## src/rtl/gemm_tile_sequencer_if.sv

```systemverilog
// -----------------------------------------------------------------------------
// gemm_tile_sequencer_if
//
// Purpose:
//   Result stream between the GEMM tile sequencer and whatever consumes the
//   finished dot products. The stream uses a valid/ready handshake, and each
//   beat carries the result together with its (row, col) coordinate in the
//   output tile.
//
// Signals:
//   outValid  master -> slave  a result is presented
//   outReady  slave  -> master consumer accepts the presented result
//   outData   master -> slave  result value
//   outRow    master -> slave  tile row of the result
//   outCol    master -> slave  tile column of the result
// -----------------------------------------------------------------------------
interface gemm_tile_sequencer_if #(
    parameter int DATA_WIDTH = 32,
    parameter int DIM_WIDTH  = 8
);
    logic                  outValid;
    logic                  outReady;
    logic [DATA_WIDTH-1:0] outData;
    logic [DIM_WIDTH-1:0]  outRow;
    logic [DIM_WIDTH-1:0]  outCol;

    // The sequencer produces results (master); the consumer accepts them (slave).
    modport master (output outValid, output outData, output outRow, output outCol,
                    input  outReady);
    modport slave  (input  outValid, input  outData, input  outRow, input  outCol,
                    output outReady);
endinterface

```

## src/rtl/gemm_tile_sequencer.sv

```systemverilog
// -----------------------------------------------------------------------------
// gemm_tile_sequencer
//
// Purpose:
//   This block steps the inner-product datapath across an M x N output tile in
//   row-major order. It issues operand-buffer reads and follows each result
//   through the fixed-latency datapath with a tag shift register. Finished
//   results go into a local FIFO, which feeds a valid/ready result port. The
//   datapath cannot stall, so issue is limited by credit: the in-flight tags
//   plus the FIFO occupancy never exceed FIFO_DEPTH.
//
// Ports:
//   clk            clock
//   rst            asynchronous, active-low reset
//   start_i        begin a tile (only looked at in IDLE)
//   mRows_i        tile rows, latched on accepted start
//   nCols_i        tile columns, latched on accepted start
//   busy_o         high in every state except IDLE
//   done_o         one-cycle pulse when the tile completes
//   aRdEn_o        A-row buffer read strobe
//   aRdAddr_o      A-row index
//   bRdEn_o        B-column buffer read strobe (same as aRdEn_o)
//   bRdAddr_o      B-column index
//   ipuDataOut_i   datapath result, aligned with the last tag stage
//   stallCycles_o  RUN cycles without an issue (SEQ_PERF_CNT_EN builds only)
//   res            result stream (gemm_tile_sequencer_if.master)
//
// Configuration macro:
//   SEQ_PERF_CNT_EN  adds the stallCycles_o port and its saturating counter
// -----------------------------------------------------------------------------
module gemm_tile_sequencer #(
    parameter int VECTOR_LEN   = 32,
    parameter int DATA_WIDTH   = 32,
    parameter int PIPE_LATENCY = $clog2(VECTOR_LEN),
    parameter int DIM_WIDTH    = 8,
    parameter int FIFO_DEPTH   = 8
) (
    input  logic                  clk,
    input  logic                  rst,
    input  logic                  start_i,
    input  logic [DIM_WIDTH-1:0]  mRows_i,
    input  logic [DIM_WIDTH-1:0]  nCols_i,
    output logic                  busy_o,
    output logic                  done_o,
    output logic                  aRdEn_o,
    output logic [DIM_WIDTH-1:0]  aRdAddr_o,
    output logic                  bRdEn_o,
    output logic [DIM_WIDTH-1:0]  bRdAddr_o,
    input  logic [DATA_WIDTH-1:0] ipuDataOut_i,
`ifdef SEQ_PERF_CNT_EN
    output logic [31:0]           stallCycles_o,
`endif
    gemm_tile_sequencer_if.master res
);

    localparam int NSTAGE = PIPE_LATENCY + 1;
    localparam int ADDR_W = (FIFO_DEPTH > 1) ? $clog2(FIFO_DEPTH) : 1;
    localparam int CNT_W  = $clog2(FIFO_DEPTH + 1);
    localparam int INF_W  = $clog2(NSTAGE + 1);

    typedef enum logic [1:0] {IDLE, RUN, DRAIN, DONE} state_t;

    state_t                 state_q, state_d;
    logic [DIM_WIDTH-1:0]   mRows_q, nCols_q;
    logic [DIM_WIDTH-1:0]   rowIdx_q, colIdx_q;

    logic [NSTAGE-1:0]      stgValid_q;
    logic [DIM_WIDTH-1:0]   stgRow_q [NSTAGE];
    logic [DIM_WIDTH-1:0]   stgCol_q [NSTAGE];

    logic [DATA_WIDTH-1:0]  fifoData_q [FIFO_DEPTH];
    logic [DIM_WIDTH-1:0]   fifoRow_q  [FIFO_DEPTH];
    logic [DIM_WIDTH-1:0]   fifoCol_q  [FIFO_DEPTH];
    logic [ADDR_W-1:0]      wrPtr_q, rdPtr_q;
    logic [CNT_W-1:0]       fifoCount_q, fifoCount_d;

    logic [INF_W-1:0]       inflight;
    logic                   hasCredit, issue, colLast, lastIssue, startAccept;
    logic                   push, pop, fifoFull;

    // The credit check uses the registered FIFO count only. A pop in this
    // cycle frees its slot for the next cycle, not this one. Every issued tag
    // already owns a FIFO slot, so a push can never find the FIFO full.
    assign hasCredit   = (32'(inflight) + 32'(fifoCount_q)) < 32'(FIFO_DEPTH);
    assign issue       = (state_q == RUN) && hasCredit;
    assign colLast     = (colIdx_q == nCols_q - DIM_WIDTH'(1));
    assign lastIssue   = issue && colLast && (rowIdx_q == mRows_q - DIM_WIDTH'(1));
    assign startAccept = (state_q == IDLE) && start_i;

    assign push     = stgValid_q[NSTAGE-1];
    assign pop      = res.outValid && res.outReady;
    assign fifoFull = (fifoCount_q == CNT_W'(FIFO_DEPTH));

    // The number of in-flight tags is the number of valid stages in the tag
    // shift register, counting the one about to push into the FIFO.
    always_comb begin
        inflight = '0;
        for (int i = 0; i < NSTAGE; i++) begin
            inflight = inflight + INF_W'(stgValid_q[i]);
        end
    end

    // FSM state register.
    always_ff @(posedge clk or negedge rst) begin
        if (!rst) begin
            state_q <= IDLE;
        end else begin
            state_q <= state_d;
        end
    end

    // FSM next state. DRAIN looks at the FIFO count after this cycle's pop.
    // That lets done follow the final pop by exactly one cycle.
    always_comb begin
        state_d = state_q;
        unique case (state_q)
            IDLE: begin
                if (start_i) begin
                    state_d = (mRows_i == '0 || nCols_i == '0) ? DONE : RUN;
                end
            end
            RUN: begin
                if (lastIssue) begin
                    state_d = DRAIN;
                end
            end
            DRAIN: begin
                if (inflight == '0 && fifoCount_d == '0) begin
                    state_d = DONE;
                end
            end
            DONE: begin
                state_d = IDLE;
            end
            default: begin
                state_d = IDLE;
            end
        endcase
    end

    // FSM outputs. The read addresses are forced to zero when no issue
    // happens, so the operand buffers only see a meaningful index with a strobe.
    always_comb begin
        busy_o    = (state_q != IDLE);
        done_o    = (state_q == DONE);
        aRdEn_o   = issue;
        bRdEn_o   = issue;
        aRdAddr_o = issue ? rowIdx_q : '0;
        bRdAddr_o = issue ? colIdx_q : '0;
    end

    // Tile dimensions and the row-major walk. A start that is not accepted
    // leaves everything untouched.
    always_ff @(posedge clk or negedge rst) begin
        if (!rst) begin
            mRows_q  <= '0;
            nCols_q  <= '0;
            rowIdx_q <= '0;
            colIdx_q <= '0;
        end else if (startAccept) begin
            mRows_q  <= mRows_i;
            nCols_q  <= nCols_i;
            rowIdx_q <= '0;
            colIdx_q <= '0;
        end else if (issue) begin
            if (colLast) begin
                colIdx_q <= '0;
                rowIdx_q <= rowIdx_q + DIM_WIDTH'(1);
            end else begin
                colIdx_q <= colIdx_q + DIM_WIDTH'(1);
            end
        end
    end

    // Tag pipeline. Each issue enters stage 0 and moves one stage per cycle,
    // so the final stage lines up with the datapath result. Reset drops every
    // tag, which means results still in the datapath are never pushed.
    always_ff @(posedge clk or negedge rst) begin
        if (!rst) begin
            stgValid_q <= '0;
            for (int i = 0; i < NSTAGE; i++) begin
                stgRow_q[i] <= '0;
                stgCol_q[i] <= '0;
            end
        end else begin
            stgValid_q[0] <= issue;
            stgRow_q[0]   <= rowIdx_q;
            stgCol_q[0]   <= colIdx_q;
            for (int i = 1; i < NSTAGE; i++) begin
                stgValid_q[i] <= stgValid_q[i-1];
                stgRow_q[i]   <= stgRow_q[i-1];
                stgCol_q[i]   <= stgCol_q[i-1];
            end
        end
    end

    // Next FIFO occupancy. A simultaneous push and pop leaves it unchanged.
    always_comb begin
        fifoCount_d = fifoCount_q;
        if (push && !pop) begin
            fifoCount_d = fifoCount_q + CNT_W'(1);
        end else if (pop && !push) begin
            fifoCount_d = fifoCount_q - CNT_W'(1);
        end
    end

    // Result FIFO storage and pointers. The depth is a power of two, so the
    // pointers simply wrap.
    always_ff @(posedge clk or negedge rst) begin
        if (!rst) begin
            wrPtr_q     <= '0;
            rdPtr_q     <= '0;
            fifoCount_q <= '0;
            for (int i = 0; i < FIFO_DEPTH; i++) begin
                fifoData_q[i] <= '0;
                fifoRow_q[i]  <= '0;
                fifoCol_q[i]  <= '0;
            end
        end else begin
            fifoCount_q <= fifoCount_d;
            if (push) begin
                fifoData_q[wrPtr_q] <= ipuDataOut_i;
                fifoRow_q[wrPtr_q]  <= stgRow_q[NSTAGE-1];
                fifoCol_q[wrPtr_q]  <= stgCol_q[NSTAGE-1];
                wrPtr_q             <= wrPtr_q + ADDR_W'(1);
            end
            if (pop) begin
                rdPtr_q <= rdPtr_q + ADDR_W'(1);
            end
        end
    end

    // The output port shows the FIFO head entry straight from its registers.
    always_comb begin
        res.outValid = (fifoCount_q != '0);
        res.outData  = fifoData_q[rdPtr_q];
        res.outRow   = fifoRow_q[rdPtr_q];
        res.outCol   = fifoCol_q[rdPtr_q];
    end

    // Credit accounting should make an overflow impossible. This catches it
    // if it ever happens.
    noOverflow: assert property (@(posedge clk) disable iff (!rst)
                                 !(push && !pop && fifoFull));

`ifdef SEQ_PERF_CNT_EN
    logic [31:0] stallCnt_q;

    // Counts RUN cycles in which credit blocked an issue. It clears on an
    // accepted start and stops at all-ones.
    always_ff @(posedge clk or negedge rst) begin
        if (!rst) begin
            stallCnt_q <= '0;
        end else if (startAccept) begin
            stallCnt_q <= '0;
        end else if (state_q == RUN && !issue && stallCnt_q != '1) begin
            stallCnt_q <= stallCnt_q + 32'd1;
        end
    end

    assign stallCycles_o = stallCnt_q;
`endif

endmodule
```

## src/flat_wrapper.sv

```systemverilog
// flat-port wrapper written by rule: the top's interface ports become plain ports
module gemm_tile_sequencer_flat 
#(
    parameter int VECTOR_LEN   = 32,
    parameter int DATA_WIDTH   = 32,
    parameter int PIPE_LATENCY = $clog2(VECTOR_LEN),
    parameter int DIM_WIDTH    = 8,
    parameter int FIFO_DEPTH   = 8
)
  (clk, rst, start_i, mRows_i, nCols_i, busy_o, done_o, aRdEn_o, aRdAddr_o, bRdEn_o, bRdAddr_o, ipuDataOut_i, res_outValid, res_outData, res_outRow, res_outCol, res_outReady);
  gemm_tile_sequencer_if #(.DATA_WIDTH(DATA_WIDTH), .DIM_WIDTH(DIM_WIDTH)) res_i ();
  input  logic clk;
  input  logic rst;
  input  logic start_i;
  input  logic [DIM_WIDTH-1:0] mRows_i;
  input  logic [DIM_WIDTH-1:0] nCols_i;
  output logic busy_o;
  output logic done_o;
  output logic aRdEn_o;
  output logic [DIM_WIDTH-1:0] aRdAddr_o;
  output logic bRdEn_o;
  output logic [DIM_WIDTH-1:0] bRdAddr_o;
  input  logic [DATA_WIDTH-1:0] ipuDataOut_i;
  output wire logic [$bits(res_i.outValid)-1:0] res_outValid;
  output wire logic [$bits(res_i.outData)-1:0] res_outData;
  output wire logic [$bits(res_i.outRow)-1:0] res_outRow;
  output wire logic [$bits(res_i.outCol)-1:0] res_outCol;
  input wire logic [$bits(res_i.outReady)-1:0] res_outReady;
  assign res_outValid = res_i.outValid;
  assign res_outData = res_i.outData;
  assign res_outRow = res_i.outRow;
  assign res_outCol = res_i.outCol;
  assign res_i.outReady = res_outReady;
  gemm_tile_sequencer #(.VECTOR_LEN(VECTOR_LEN), .DATA_WIDTH(DATA_WIDTH), .PIPE_LATENCY(PIPE_LATENCY), .DIM_WIDTH(DIM_WIDTH), .FIFO_DEPTH(FIFO_DEPTH)) u_core (.clk(clk), .rst(rst), .start_i(start_i), .mRows_i(mRows_i), .nCols_i(nCols_i), .busy_o(busy_o), .done_o(done_o), .aRdEn_o(aRdEn_o), .aRdAddr_o(aRdAddr_o), .bRdEn_o(bRdEn_o), .bRdAddr_o(bRdAddr_o), .ipuDataOut_i(ipuDataOut_i), .res(res_i));
endmodule
```

## config.mk

```make
export PLATFORM = sky130hd
export DESIGN_NAME = gemm_tile_sequencer_flat
export DESIGN_NICKNAME = d
export VERILOG_FILES = /design/src/rtl/gemm_tile_sequencer_if.sv /design/src/rtl/gemm_tile_sequencer.sv /design/src/flat_wrapper.sv
export SDC_FILE = /design/constraint.sdc
export NUM_CORES = 1
export LEC_CHECK = 0
export BUFFER_PORTS_ARGS = -buffer_cell sky130_fd_sc_hd__buf_2
export CORE_UTILIZATION = 42
export CTS_CLUSTER_DIAMETER = 120
export DETAILED_ROUTE_END_ITERATION = 7
export GPL_TIMING_DRIVEN = 1
export PLACE_DENSITY = 0.65
export SYNTH_ARGS = -nofsm -noshare
export SYNTH_HDL_FRONTEND = slang
export SYNTH_SLANG_ARGS = --single-unit
```

## constraint.sdc

```tcl
create_clock -name clk -period 4.03 [get_ports clk]
set_input_delay 0.2015 -clock clk [delete_from_list [all_inputs] [get_ports clk]]
set_output_delay 0.2015 -clock clk [all_outputs]
set_load 0.01 [all_outputs]
```

Yosys cells after proc, flatten, opt, wreduce, memory -nomap -nowiden

Index checks and enable logic that the tools add are counted.

Register bits after elaboration: 530
Input bits: 52
Output and inout bits: 69
Word-level logic and storage cells: 127

Add/sub/neg operators: 14
Magnitude comparators: 4
Eq/ne operators: 8
Mux-type cells: 31
Bitwise logic cells: 2
Reductions and logical operators: 23

Operator list:

| operator                                                    | count |
|---|---|
| bitwise mux 256 bit                                         | 1 |
| bitwise mux 64 bit                                          | 2 |
| 2-to-1 mux 8 bit                                            | 13 |
| binary-select mux 32 bit (select 3 bit)                     | 1 |
| demux 32 bit (select 3 bit)                                 | 1 |
| 2-to-1 mux 32 bit                                           | 3 |
| binary-select mux 8 bit (select 3 bit)                      | 2 |
| less-than comparator 32 x 4 -> 1 bit, second input constant | 1 |
| demux 8 bit (select 3 bit)                                  | 1 |
| adder 8 x 1 -> 8 bit, second input constant                 | 2 |
| == test 8 bit                                               | 2 |
| logical NOT 8 bit                                           | 2 |
| subtractor 8 x 1 -> 8 bit, second input constant            | 2 |
| adder 3 x 1 -> 3 bit                                        | 4 |
| logical AND 1 bit                                           | 9 |
| >= comparator 4 bit, second input constant                  | 2 |
| 2-to-1 mux 2 bit                                            | 4 |
| 2-to-1 mux 4 bit                                            | 2 |
| inverter 3 -> 4 bit                                         | 2 |
| case mux 2 bit (4 select lines)                             | 1 |
| adder 3 x 1 -> 3 bit, second input constant                 | 2 |
| nonzero test 2 bit                                          | 3 |
| adder 3 x 4 -> 5 bit                                        | 1 |
| adder 4 x 1 -> 4 bit, second input constant                 | 1 |
| 15 further kinds                                            | 18 |

Logic depth before layout (Yosys ltp)

Gate-level depths: netlist (run 1).

Word-level depth: 12
Depth in mapped cells: 14
Mapped depth without buffers: 14

Least setup slack after synthesis (run 1)

OpenSTA, ideal clock, no wires.

Path type: register -> register
From: register u_core.stgValid_q[0]
To: register u_core.state_q[0]
Library setup time: 0.079 ns
Arrival: 3.644 ns
Data required time: 3.951 ns
Setup slack: 0.307 ns
Stages on the path, launching flop included: 15
Period minus slack after synthesis: 3.723 ns
Cells stage by stage: dfrtp_1 -> ha_1 -> inv_1 -> fa_1 -> fa_1 -> fa_1 -> inv_1 -> ha_1 -> and3b_1 -> o21ai_0 -> nand3_1 -> a211oi_4 -> o211ai_1 -> a2bb2oi_2 -> mux2i_1

Longest elaborated chain between the ends: 12
Elaborated cells between the ends (all ways): 15

RTL lines:

| element                                         | RTL line                   | RTL |
|---|---|---|
| from (decl)                                     | gemm_tile_sequencer.sv:67  | `logic [NSTAGE-1:0] stgValid_q;` |
| from (signal assigned)                          | gemm_tile_sequencer.sv:186 | `stgValid_q[0] <= issue;` |
| from (signal, indexed assignment)               | gemm_tile_sequencer.sv:190 | `stgValid_q[i] <= stgValid_q[i-1];` |
| adder 1 x 1 -> 2 bit (*)                        | gemm_tile_sequencer.sv:99  | `inflight = inflight + INF_W'(stgValid_q[i]);` |
| adder 3 x 1 -> 3 bit (*) (4 in series)          | gemm_tile_sequencer.sv:99  |  |
| adder 3 x 4 -> 5 bit                            | gemm_tile_sequencer.sv:84  | `assign hasCredit = (32'(inflight) + 32'(fifoCount_q)) < 32'(FIFO_DEPTH);` |
| less-than comparator 32 x 4 -> 1 bit            | gemm_tile_sequencer.sv:84  |  |
| logical AND 1 bit                               | gemm_tile_sequencer.sv:85  | `assign issue = (state_q == RUN) && hasCredit;` |
| logical AND 1 bit (2 in series)                 | gemm_tile_sequencer.sv:87  | `assign lastIssue = issue && colLast && (rowIdx_q == mRows_q - DIM_WIDTH'(1));` |
| inequality test 2 x 1 -> 1 bit (no source line) | -                          |  |
| AND reduction 3 bit (no source line) (*)        | -                          |  |
| to (signal assigned)                            | gemm_tile_sequencer.sv:108 | `state_q <= state_d;` |
| to (decl)                                       | gemm_tile_sequencer.sv:63  | `state_t state_q, state_d;` |

Every way passes the cells marked *; elsewhere a longest branch is shown, timed or not.
A chain may end at the register's enable or synchronous reset.

Worst setup path in the final report (run 1)

From: register u_core.stgValid_q[0]
To: output bRdAddr_o[6]

Longest elaborated chain between the ends: 9

RTL lines:

| element                              | RTL line                   | RTL |
|---|---|---|
| adder 1 x 1 -> 2 bit                 | gemm_tile_sequencer.sv:99  |  |
| adder 3 x 1 -> 3 bit (4 in series)   | gemm_tile_sequencer.sv:99  |  |
| adder 3 x 4 -> 5 bit                 | gemm_tile_sequencer.sv:84  |  |
| less-than comparator 32 x 4 -> 1 bit | gemm_tile_sequencer.sv:84  |  |
| logical AND 1 bit                    | gemm_tile_sequencer.sv:85  |  |
| 2-to-1 mux 8 bit                     | gemm_tile_sequencer.sv:149 | `bRdAddr_o = issue ? colIdx_q : '0;` |
| to (decl)                            | flat_wrapper.sv:22         | `output logic [DIM_WIDTH-1:0] bRdAddr_o;` |

No other way between the ends.

==> flow_summary.yaml, run 1 <==
global_routing:
  antenna_found_initial: 1
  grt_start_max_net_pins: 107
  grt_usage_pct: 18.0
  grt_pass1_wl_um: 75900
  grt_pass1_vias: 13376
  globalRoute.totalOverflow: 0
placed_design:
  io_buffers: 120
  place_inst: 2177
  dp_hpwl_um: 26800
  gp_congestion: 0.788
  dpl_cell_area_um2: 24000
sta:
  setup_viol: 16
  hold_violations: 0
  period_minus_slack_ns: 4.10
  period_share_pct: 102
  max_freq_ghz: 0.244
  slew_headroom_pct: 34.1
  rsz0062_at_grt: "true"
  tns_ns: -0.693
  clock_skew_ns: 0.0281
  tightest_slew_ns: 0.989
  slew_viol_final: 0
  worst_slack_ns: -0.0676
status:
  failed_checks: "negative setup slack"
  status: "finished, violations left"
routing:
  wl_per_cell_um: 20.2
  ant_nets: 0
  wl_um: 47400
  num_vias: 12469
  drt_first_pass_iters: 4
  drc: 0
  drtIter0Drc: 710
  vias_per_cell: 5.33
cells_and_area:
  fin_cells: 2341
  stdcell_area_um2: 26600
  final_layout_size_suffix_gt1_share_pct: 48.6
  fillCellCount: 4355
  final_core_util_pct: 50.5
  area_growth_pct: 18.5
  fin_nets: 1678
  diodes: 0
synthesis:
  synth.avg_cell_area_um2: 15.8
  syn_nets: 1491
  synth.distinct_cells: 61
  synthArstFlopShare_pct: 100
  ys_ff_latch: 530
  synth_cells: 1420
  synth_edf_count: 0
  synthFlopType: "dfrtp_1"
  synth_warnings: 0
  syn_area_um2: 22400
  yosysSeqAreaShare_pct: 59.1
power:
  seq_power_share_pct: 41.3
  power_uw: 20200
  p_per_area_nw_per_um2: 758
  ir_worst_vdd_mv: 0.333
  switching_power_uw: 6070
  power_frac_comb_pct: 33.2
  swShare_pct: 30.1
  p_clk_share_pct: 25.5
  intPower_uw: 14100
  p_leak_uw: 0.0123
clock_tree:
  clkLatencyLatePin_ns: 0.61
  cts_buffer_depth: 3
  clk_pin_slew_ns: 0.06
  tritoncts: "done"
  cts.htree.levels: 2
  cts_sinks: 530
  cts-root-buf: "clkbuf_16"
  cts_buffers: 56
worst_setup_path:
  crit_required_ns: 3.83
  cp-start-kind: "flip-flop"
  reg2reg_setup_slack_ns: 0.05
  end_kind: "output pin"
  worstSetupPathType: "flip-flop to output pin"
  arrival_ns: 3.90
  cp_max_fo: 5
  worstPathCellList: "ha_1 > inv_2 > fa_1 > fa_2 > fa_1 > inv_1 > ha_1 > and3b_1 > o21ai_2 > nand3_2 > buf_6 > inv_8 > buf_6 > and2_1 > buf_2"
  slowest_stage: "fa_1"
  cp_slowest_stage_delay_ns: 0.51
floorplanning:
  die_y_um: 233
  start_util_pct: 42.6
  num_rows: 84
  die_x_um: 233
  io_pins: 121
  dieArea_um2: 54400
  core_area_um2: 52700
run:
  drv_cap: 0
worst_hold_path:
  hp-class: "input pin to flip-flop"
[worst max-delay path, delay by kind of cell, from the launching register on]
family                   cells  cell delay [ns]
AO/OA/AOI/OAI                1             0.12
adder cells (fa/ha/maj)      5             1.86
flip-flops                   1             0.38
AND/OR/NAND/NOR              3             0.40
buffers and inverters        6             0.54
[what timing repair did]
action,4_1_cts,5_1_grt
endpoints found under the hold margin,374,0
pin swaps,1,2
resized for setup,30,16
gates cloned,1,0
setup endpoints to repair,18,21
setup buffers,5,4
hold buffers,50,0
[power by group through the flow]
stage               combinational (uW)  sequential (uW)  clock, uW
floorplan                         5070             7850          0
global placement                  6470             8290          0
detailed placement                6620             8410          0
CTS                               6780             8330       5280
global route                      7290             8580       5500
finish                            6700             8330       5130
[registers in the layout (all words and copies together) (netlist names), 4 cells and up]
| signal | count |
|---|---|
| u_core.fifoData_q | 256 |
| u_core.fifoRow_q | 64 |
| u_core.fifoCol_q | 64 |
| u_core.fifoCount_q | 4 |
| u_core.mRows_q | 8 |
| u_core.rowIdx_q | 8 |
| u_core.nCols_q | 8 |
| u_core.stgValid_q | 6 |
| u_core.stgRow_q | 48 |
| u_core.stgCol_q | 48 |
| u_core.colIdx_q | 8 |
[per-stage QoR]
stage	worst slack, ns	hold slack, ns
global placement	0.177	0.331
global route	-0.224	0.238
finish	-0.0676	0.214
detailed placement	0.0213	0.335
CTS	-0.174	0.186
floorplan	0.307	-0.0941
[layout by cell type (no fill, tap or decap), types with 8 or more instances in the layout]
| master | instances |
|---|---|
| clkbuf_1 | 16 |
| mux2_1 | 10 |
| nand2_1 | 58 |
| mux2_2 | 424 |
| buf_4 | 23 |
| mux4_2 | 96 |
| o21ai_0 | 14 |
| xnor2_1 | 18 |
| clkbuf_16 | 58 |
| buf_2 | 104 |
| buf_6 | 21 |
| ha_1 | 16 |
| inv_1 | 18 |
| dfrtp_1 | 527 |
| clkbuf_8 | 8 |
| dlygate4sd3_1 | 50 |
| xor2_1 | 12 |
| nand3_1 | 13 |
| and2_4 | 12 |
| nor2_1 | 20 |
| buf_12 | 10 |
| clkinv_2 | 13 |
[logic make-up after synthesis]
| family | after synthesis | synth area share [%] |
|---|---|---|
| AO/OA/AOI/OAI | 47 | 1.51 |
| adder cells (fa/ha/maj) | 19 | 1.16 |
| buffers and inverters | 100 | 1.71 |
| flip-flops | 530 | 59.1 |
| XOR/XNOR | 31 | 1.27 |
| AND/OR/NAND/NOR | 159 | 3.68 |
| multiplexers | 534 | 31.6 |
[area by class of cell]
class                   count  area [um^2]  share of cell area, %
clock buffers              82         1620                   6.10
clock inverters            22          234                  0.880
inverters                  20         82.6                  0.311
multi-input cells         790         8870                   33.4
flip-flops and latches    530        13300                   49.9
well taps                 688          861                   3.24
repair buffers            209         1650                   6.19
[cells in the mapped netlist (all sizes together) (2+ instances only)]
cell / n / area [um^2]
dfrtp: 530 / 13300
mux2: 434 / 4890
mux4: 96 / 2160
nand2: 58 / 218
clkbuf: 54 / 203
buf: 26 / 105
nor2: 21 / 78.8
inv: 20 / 75.1
and2: 18 / 113
o21ai: 18 / 90.1
xnor2: 18 / 158
ha: 16 / 200
nand3: 15 / 80.1
xor2: 12 / 105
nor3: 9 / 50.1
a21oi: 7 / 38.8
nor4: 7 / 50.1
or3: 6 / 42.5
mux2i: 4 / 40.0
nand4b: 4 / 35.0
nor3b: 4 / 30.0
a211oi: 3 / 40.0
and3: 3 / 18.8
fa: 3 / 60.1
o311ai: 3 / 26.3
and4: 2 / 17.5
nand3b: 2 / 15.0
nand4: 2 / 12.5
o211ai: 2 / 15.0
o31a: 2 / 17.5
o41ai: 2 / 17.5
or3b: 2 / 17.5
[worst paths after layout]
check | endpoint | startpoint | depth (start not counted)
max reg2reg | u_core.rowIdx_q[6]$_DFFE_PN0P_ | u_core.stgValid_q[0]$_DFF_PN0_ | 17
max | bRdAddr_o[6] | u_core.stgValid_q[0]$_DFF_PN0_ | 15
min | u_core.state_q[1]$_DFFE_PN0P_ | start_i | 5
min in group asynchronous | u_core.fifoData_q[208]$_DFFE_PN0P_ | rst | 2
min reg2reg | u_core.stgCol_q[2]$_DFF_PN0_ | u_core.stgCol_q[10]$_DFF_PN0_ | 0
max in group asynchronous | u_core.fifoData_q[57]$_DFFE_PN0P_ | rst | 3
[metal layers]
layer | GRT usage (%) | share of wire [%] | routed length [um] | vias up
li1 | - | - | - | 5556
met1 | 24.9 | 45 | 21400 | 6644
met2 | 29.4 | 49 | 23300 | 187
met3 | 3.13 | 3.7 | 1740 | 80
met4 | 4.82 | 1.9 | 911 | 2
met5 | 0 | 0.036 | 17 | -
(Power assumes the default switching activity.)
==> inputs of run 2 (changes only) <==
--- a/config.mk
+++ b/config.mk
@@ -14,3 +14,4 @@
 export SYNTH_ARGS = -nofsm -noshare
 export SYNTH_HDL_FRONTEND = slang
 export SYNTH_SLANG_ARGS = --single-unit
+export TNS_END_PERCENT = 30
==> flow_summary.yaml, run 2 (synthesis results as in run 1) <==
global_routing:
  antenna_found_initial: 1
  grt_pass1_vias: 13341
  grt_pass1_wl_um: 75800
  grt_usage_pct: 18.0
  grt_start_max_net_pins: 107
  globalRoute.totalOverflow: 0
routing:
  ant_nets: 0
  wl_per_cell_um: 20.2
  drtIter0Drc: 682
  num_vias: 12459
  wl_um: 47300
  drt_first_pass_iters: 4
  drc: 0
  vias_per_cell: 5.33
sta:
  tightest_slew_ns: 0.977
  max_freq_ghz: 0.244
  period_minus_slack_ns: 4.10
  clock_skew_ns: 0.0268
  rsz0062_at_grt: "true"
  slew_headroom_pct: 34.9
  period_share_pct: 102
  setup_viol: 16
  worst_slack_ns: -0.0663
  hold_ws_ns: 0.213
  slew_viol_final: 0
  hold_violations: 0
placed_design:
  io_buffers: 120
  gp_congestion: 0.788
  post-place-ws_ns: 0.0213
  dp_hpwl_um: 26800
cells_and_area:
  fillCellCount: 4367
  final_layout_size_suffix_gt1_share_pct: 48.2
  reg_top3: "u_core.fifoData_q x256, u_core.fifoCol_q x64, u_core.fifoRow_q x64"
  final_cell_mix: "dfrtp_1 (527), mux2_2 (424), buf_2 (109)"
  diodes: 0
  largest_register_ff_count: 256
  area_growth_pct: 18.1
  fin_nets: 1676
  final_common_cell: "dfrtp_1"
  regMostFlops: "u_core.fifoData_q"
clock_tree:
  clk_pin_slew_ns: 0.06
  tritoncts: "done"
  cts_sinks: 530
  clkLatencyLatePin_ns: 0.61
  cts_buffer_depth: 3
  cts.htree.levels: 2
  cts-root-buf: "clkbuf_16"
  cts_buffers: 56
worst_setup_path:
  slowest_stage: "fa_1"
  worstSetupPathType: "flip-flop to output pin"
  cp_slowest_stage_delay_ns: 0.51
  end_kind: "output pin"
  arrival_ns: 3.89
  cp-start-kind: "flip-flop"
  worstPathCellList: "ha_1 > inv_2 > fa_1 > fa_2 > fa_1 > inv_1 > ha_1 > and3b_1 > o21ai_2 > nand3_2 > buf_6 > inv_8 > buf_6 > and2_1 > buf_2"
  reg2reg_setup_slack_ns: 0.02
  cp_max_fo: 5
  crit_required_ns: 3.83
floorplanning:
  io_pins: 121
  core_area_um2: 52700
  start_util_pct: 42.6
  dieArea_um2: 54400
  num_rows: 84
  die_y_um: 233
  die_x_um: 233
run:
  drv_cap: 0
power:
  p_leak_uw: 0.0122
  ir_worst_vdd_mv: 0.318
  p_per_area_nw_per_um2: 759
status:
  failed_checks: "negative setup slack"
  status: "finished, violations left"
worst_hold_path:
  hp-class: "input pin to flip-flop"
[run 2: per-layer routing]
metal  GRT usage, %  routed length (um)
met2           29.3               23200
met3           3.14                1570
met5              0                  17
met4           4.82                 933
met1           24.9               21500
[run 2: worst paths after layout]
path                                                 from                                 end  depth (start not counted)
max                        u_core.stgValid_q[0]$_DFF_PN0_                        bRdAddr_o[6]                         15
min                                               start_i       u_core.state_q[1]$_DFFE_PN0P_                          5
max reg2reg                u_core.stgValid_q[0]$_DFF_PN0_       u_core.state_q[0]$_DFFE_PN0P_                         16
min reg2reg                 u_core.stgCol_q[10]$_DFF_PN0_        u_core.stgCol_q[2]$_DFF_PN0_                          0
max in group asynchronous                             rst   u_core.fifoData_q[57]$_DFFE_PN0P_                          3
min in group asynchronous                             rst  u_core.fifoData_q[208]$_DFFE_PN0P_                          2
[run 2: through the flow]
| step | instances | cell area, um^2 | util (%) | TNS [ns] | power (uW) |
|---|---|---|---|---|---|
| finish | 2339 | 26500 | 50.4 | -0.624 | 20100 |
| global route | 2339 | 26500 | 50.4 | -3.90 | 21400 |
| CTS | 2337 | 26400 | 50.2 | -2.70 | 20400 |
| detailed placement | 2177 | 24000 | 45.5 | 0 | 15000 |
| global placement | 2177 | 24000 | 45.5 | 0 | 14800 |
| floorplan | 1420 | 22400 | - | 0 | 12900 |
[run 2: report_power, final]
group	internal (uW)	total [uW]	switching, uW
logic	3900	6680	2780
clock network	3040	5130	2090
registers	7130	8320	1190
total	14100	20100	6060
[run 2: final cells by class]
cell class / instances / area [um^2] / area share [%]
sequential: 530 / 13300 / 50.0
clock buffer: 82 / 1620 / 6.11
tap: 688 / 861 / 3.25
multi-input combinational: 790 / 8860 / 33.4
timing repair buffer: 207 / 1590 / 6.00
clock inverter: 22 / 234 / 0.882
inverter: 20 / 82.6 / 0.311
[run 2: worst max-delay path, delay by kind of cell (launching register included)]
kind | cells | cell delay (ns)
adder cells (fa/ha/maj) | 5 | 1.86
buffers and inverters | 6 | 0.54
AND/OR/NAND/NOR | 3 | 0.40
flip-flops | 1 | 0.38
AO/OA/AOI/OAI | 1 | 0.12
[run 2: timing repair]
item                                   4_1_cts  5_1_grt
cloned                                       1        0
setup endpoints to repair                   18       21
setup buffers                                5        2
resized for setup                           19       15
endpoints found under the hold margin      374        0
hold buffers                                50        0
pin swaps                                    1        1
==> inputs of run 3 (changes only) <==
--- a/config.mk
+++ b/config.mk
@@ -6,11 +6,11 @@
 export NUM_CORES = 1
 export LEC_CHECK = 0
 export BUFFER_PORTS_ARGS = -buffer_cell sky130_fd_sc_hd__buf_2
-export CORE_UTILIZATION = 42
+export CORE_UTILIZATION = 45
 export CTS_CLUSTER_DIAMETER = 120
 export DETAILED_ROUTE_END_ITERATION = 7
 export GPL_TIMING_DRIVEN = 1
-export PLACE_DENSITY = 0.65
+export PLACE_DENSITY = 0.69
 export SYNTH_ARGS = -nofsm -noshare
 export SYNTH_HDL_FRONTEND = slang
 export SYNTH_SLANG_ARGS = --single-unit
==> flow_summary.yaml, run 3 (synthesis results as in run 1) <==
worst_setup_path:
  slowest_stage: "fa_1"
  crit_family: "adder cells"
  cp_slowest_stage_delay_ns: 0.50
  reg2reg_depth: 17
  cp-start-kind: "flip-flop"
  end_kind: "output pin"
  arrival_ns: 3.84
  crit_required_ns: 3.83
  worstPathCellList: "ha_1 > inv_1 > fa_1 > fa_2 > fa_1 > inv_1 > ha_1 > and3b_1 > o21ai_2 > nand3_2 > clkinv_4 > clkbuf_16 > and2_1 > buf_2"
  worstReg2RegStart: "u_core.stgValid_q[0]$_DFF_PN0_"
  timing.critical_path.buf_inv: 5
  reg2reg_setup_slack_ns: 0.11
  cp_max_fo: 4
  r2r_end: "u_core.rowIdx_q[3]$_DFFE_PN0P_"
  worstSetupPathType: "flip-flop to output pin"
routing:
  wl_per_cell_um: 20.4
  drc: 0
  num_vias: 12423
  drtIter0Drc: 635
  ant_nets: 0
  wl_um: 47200
  drt_first_pass_iters: 4
  vias_per_cell: 5.38
floorplanning:
  dieArea_um2: 50800
  core_area_um2: 49100
  start_util_pct: 45.8
  die_y_um: 225
  die_x_um: 225
  io_pins: 121
  num_rows: 81
sta:
  period_minus_slack_ns: 4.05
  max_freq_ghz: 0.247
  setup_viol: 8
  worst_slack_ns: -0.0162
  slew_headroom_pct: 36.3
  hold_ws_ns: 0.217
  hold_violations: 0
  slew_viol_final: 0
  tightest_slew_ns: 0.955
  rsz0062_at_grt: "true"
  clock_skew_ns: 0.0159
  period_share_pct: 100
status:
  failed_checks: "negative setup slack"
  status: "finished, violations left"
global_routing:
  antenna_found_initial: 1
  grt_usage_pct: 19.2
  grt_start_max_net_pins: 121
  globalRoute.totalOverflow: 0
  grt_pass1_wl_um: 75400
  grt_pass1_vias: 13573
placed_design:
  io_buffers: 120
  dp_hpwl_um: 25600
  post-place-ws_ns: 0.162
  gp_congestion: 0.789
clock_tree:
  clk_pin_slew_ns: 0.06
  tritoncts: "done"
  cts_buffers: 56
  cts_sinks: 530
  cts_buffer_depth: 3
  clkLatencyLatePin_ns: 0.61
  cts-root-buf: "clkbuf_16"
  cts.htree.levels: 2
power:
  p_leak_uw: 0.0123
  p_per_area_nw_per_um2: 776
  ir_worst_vdd_mv: 0.503
cells_and_area:
  final_cell_mix: "dfrtp_1 (527), mux2_2 (424), buf_2 (111)"
  reg_top3: "u_core.fifoData_q x256, u_core.fifoCol_q x64, u_core.fifoRow_q x64"
  regMostFlops: "u_core.fifoData_q"
  fin_nets: 1668
  final_layout_size_suffix_gt1_share_pct: 48.5
  final_common_cell: "dfrtp_1"
  area_growth_pct: 18.8
  fillCellCount: 4027
  largest_register_ff_count: 256
worst_hold_path:
  min_path_cells: 5
  holdPathEnd: "u_core.state_q[1]$_DFFE_PN0P_"
  min_from: "start_i"
  hp-class: "input pin to flip-flop"
run:
  drv_cap: 0
run 3: changes by cell type in the layout (fill, tap and decap cells not counted), sizes merged:
cell / change
buf: -10
bufinv: +8
clkbuf: -5
clkinvlp: +4
clkinv: -3
diode: +1
run 3: worst min-delay path: stages:
cell,delay [ns]
buf_2,0.10
nor2_1,0.06
nor2_1,0.12
a2bb2oi_2,0.21
mux2i_1,0.09
run 3: layer usage:
| layer | GRT usage [%] | share of wire (%) | vias up |
|---|---|---|---|
| met4 | 6.12 | 2.2 | 0 |
| met2 | 31.7 | 49 | 224 |
| li1 | - | - | 5563 |
| met1 | 26.2 | 45 | 6567 |
| met3 | 2.87 | 3.6 | 69 |
| met5 | 0 | 0 | - |
run 3: metrics by stage:
step           power, uW  instance area, um^2  setup TNS [ns]  util, %  std cells
6_report           20700                26700         -0.0551     54.4       2310
5_1_grt            21900                26700           -1.91     54.4       2309
4_1_cts            20900                26500           -1.05     54.1       2307
3_5_place_dp       15000                23900               0     48.7       2148
3_3_place_gp       14700                23900               0     48.7       2148
2_1_floorplan      12900                22400               0        -       1420
run 3: final cells by class:
| type | instances | area, um^2 | share of cell area (%) |
|---|---|---|---|
| Sequential cell | 530 | 13300 | 49.8 |
| Multi-Input combinational cell | 790 | 8860 | 33.2 |
| Clock buffer | 75 | 1600 | 6.01 |
| Timing Repair Buffer | 199 | 1510 | 5.67 |
| Tap cell | 664 | 831 | 3.12 |
| Clock inverter | 31 | 508 | 1.91 |
| Inverter | 20 | 80.1 | 0.300 |
| Antenna cell | 1 | 2.50 | 0.00938 |
run 3: timing repair:
action | CTS | global route
setup buffers | 3 | 0
endpoints found under the hold margin | 389 | 0
gates resized for setup | 9 | 18
pin swaps | 2 | 2
hold buffers | 50 | 0
endpoints found under the setup margin | 18 | 24
gates cloned | 0 | 2
run 3: worst max path at each step:
stage | from | endpoint | cells past startpoint
3_5_place_dp | u_core.stgValid_q[0]$_DFF_PN0_ | u_core.rowIdx_q[3]$_DFFE_PN0P_ | 15
2_1_floorplan | u_core.stgValid_q[0]$_DFF_PN0_ | u_core.state_q[0]$_DFFE_PN0P_ | 14
5_1_grt | u_core.stgValid_q[0]$_DFF_PN0_ | aRdAddr_o[1] | 14
4_1_cts | u_core.stgValid_q[0]$_DFF_PN0_ | bRdAddr_o[3] | 14
6_report | u_core.stgValid_q[0]$_DFF_PN0_ | aRdAddr_o[7] | 14
3_3_place_gp | u_core.stgValid_q[0]$_DFF_PN0_ | u_core.rowIdx_q[3]$_DFFE_PN0P_ | 15
run 3: power by group:
part / internal, uW / switching [uW] / total (uW)
clock: 3570 / 2150 / 5730
sequential: 7130 / 1180 / 8320
combinational: 3860 / 2800 / 6650
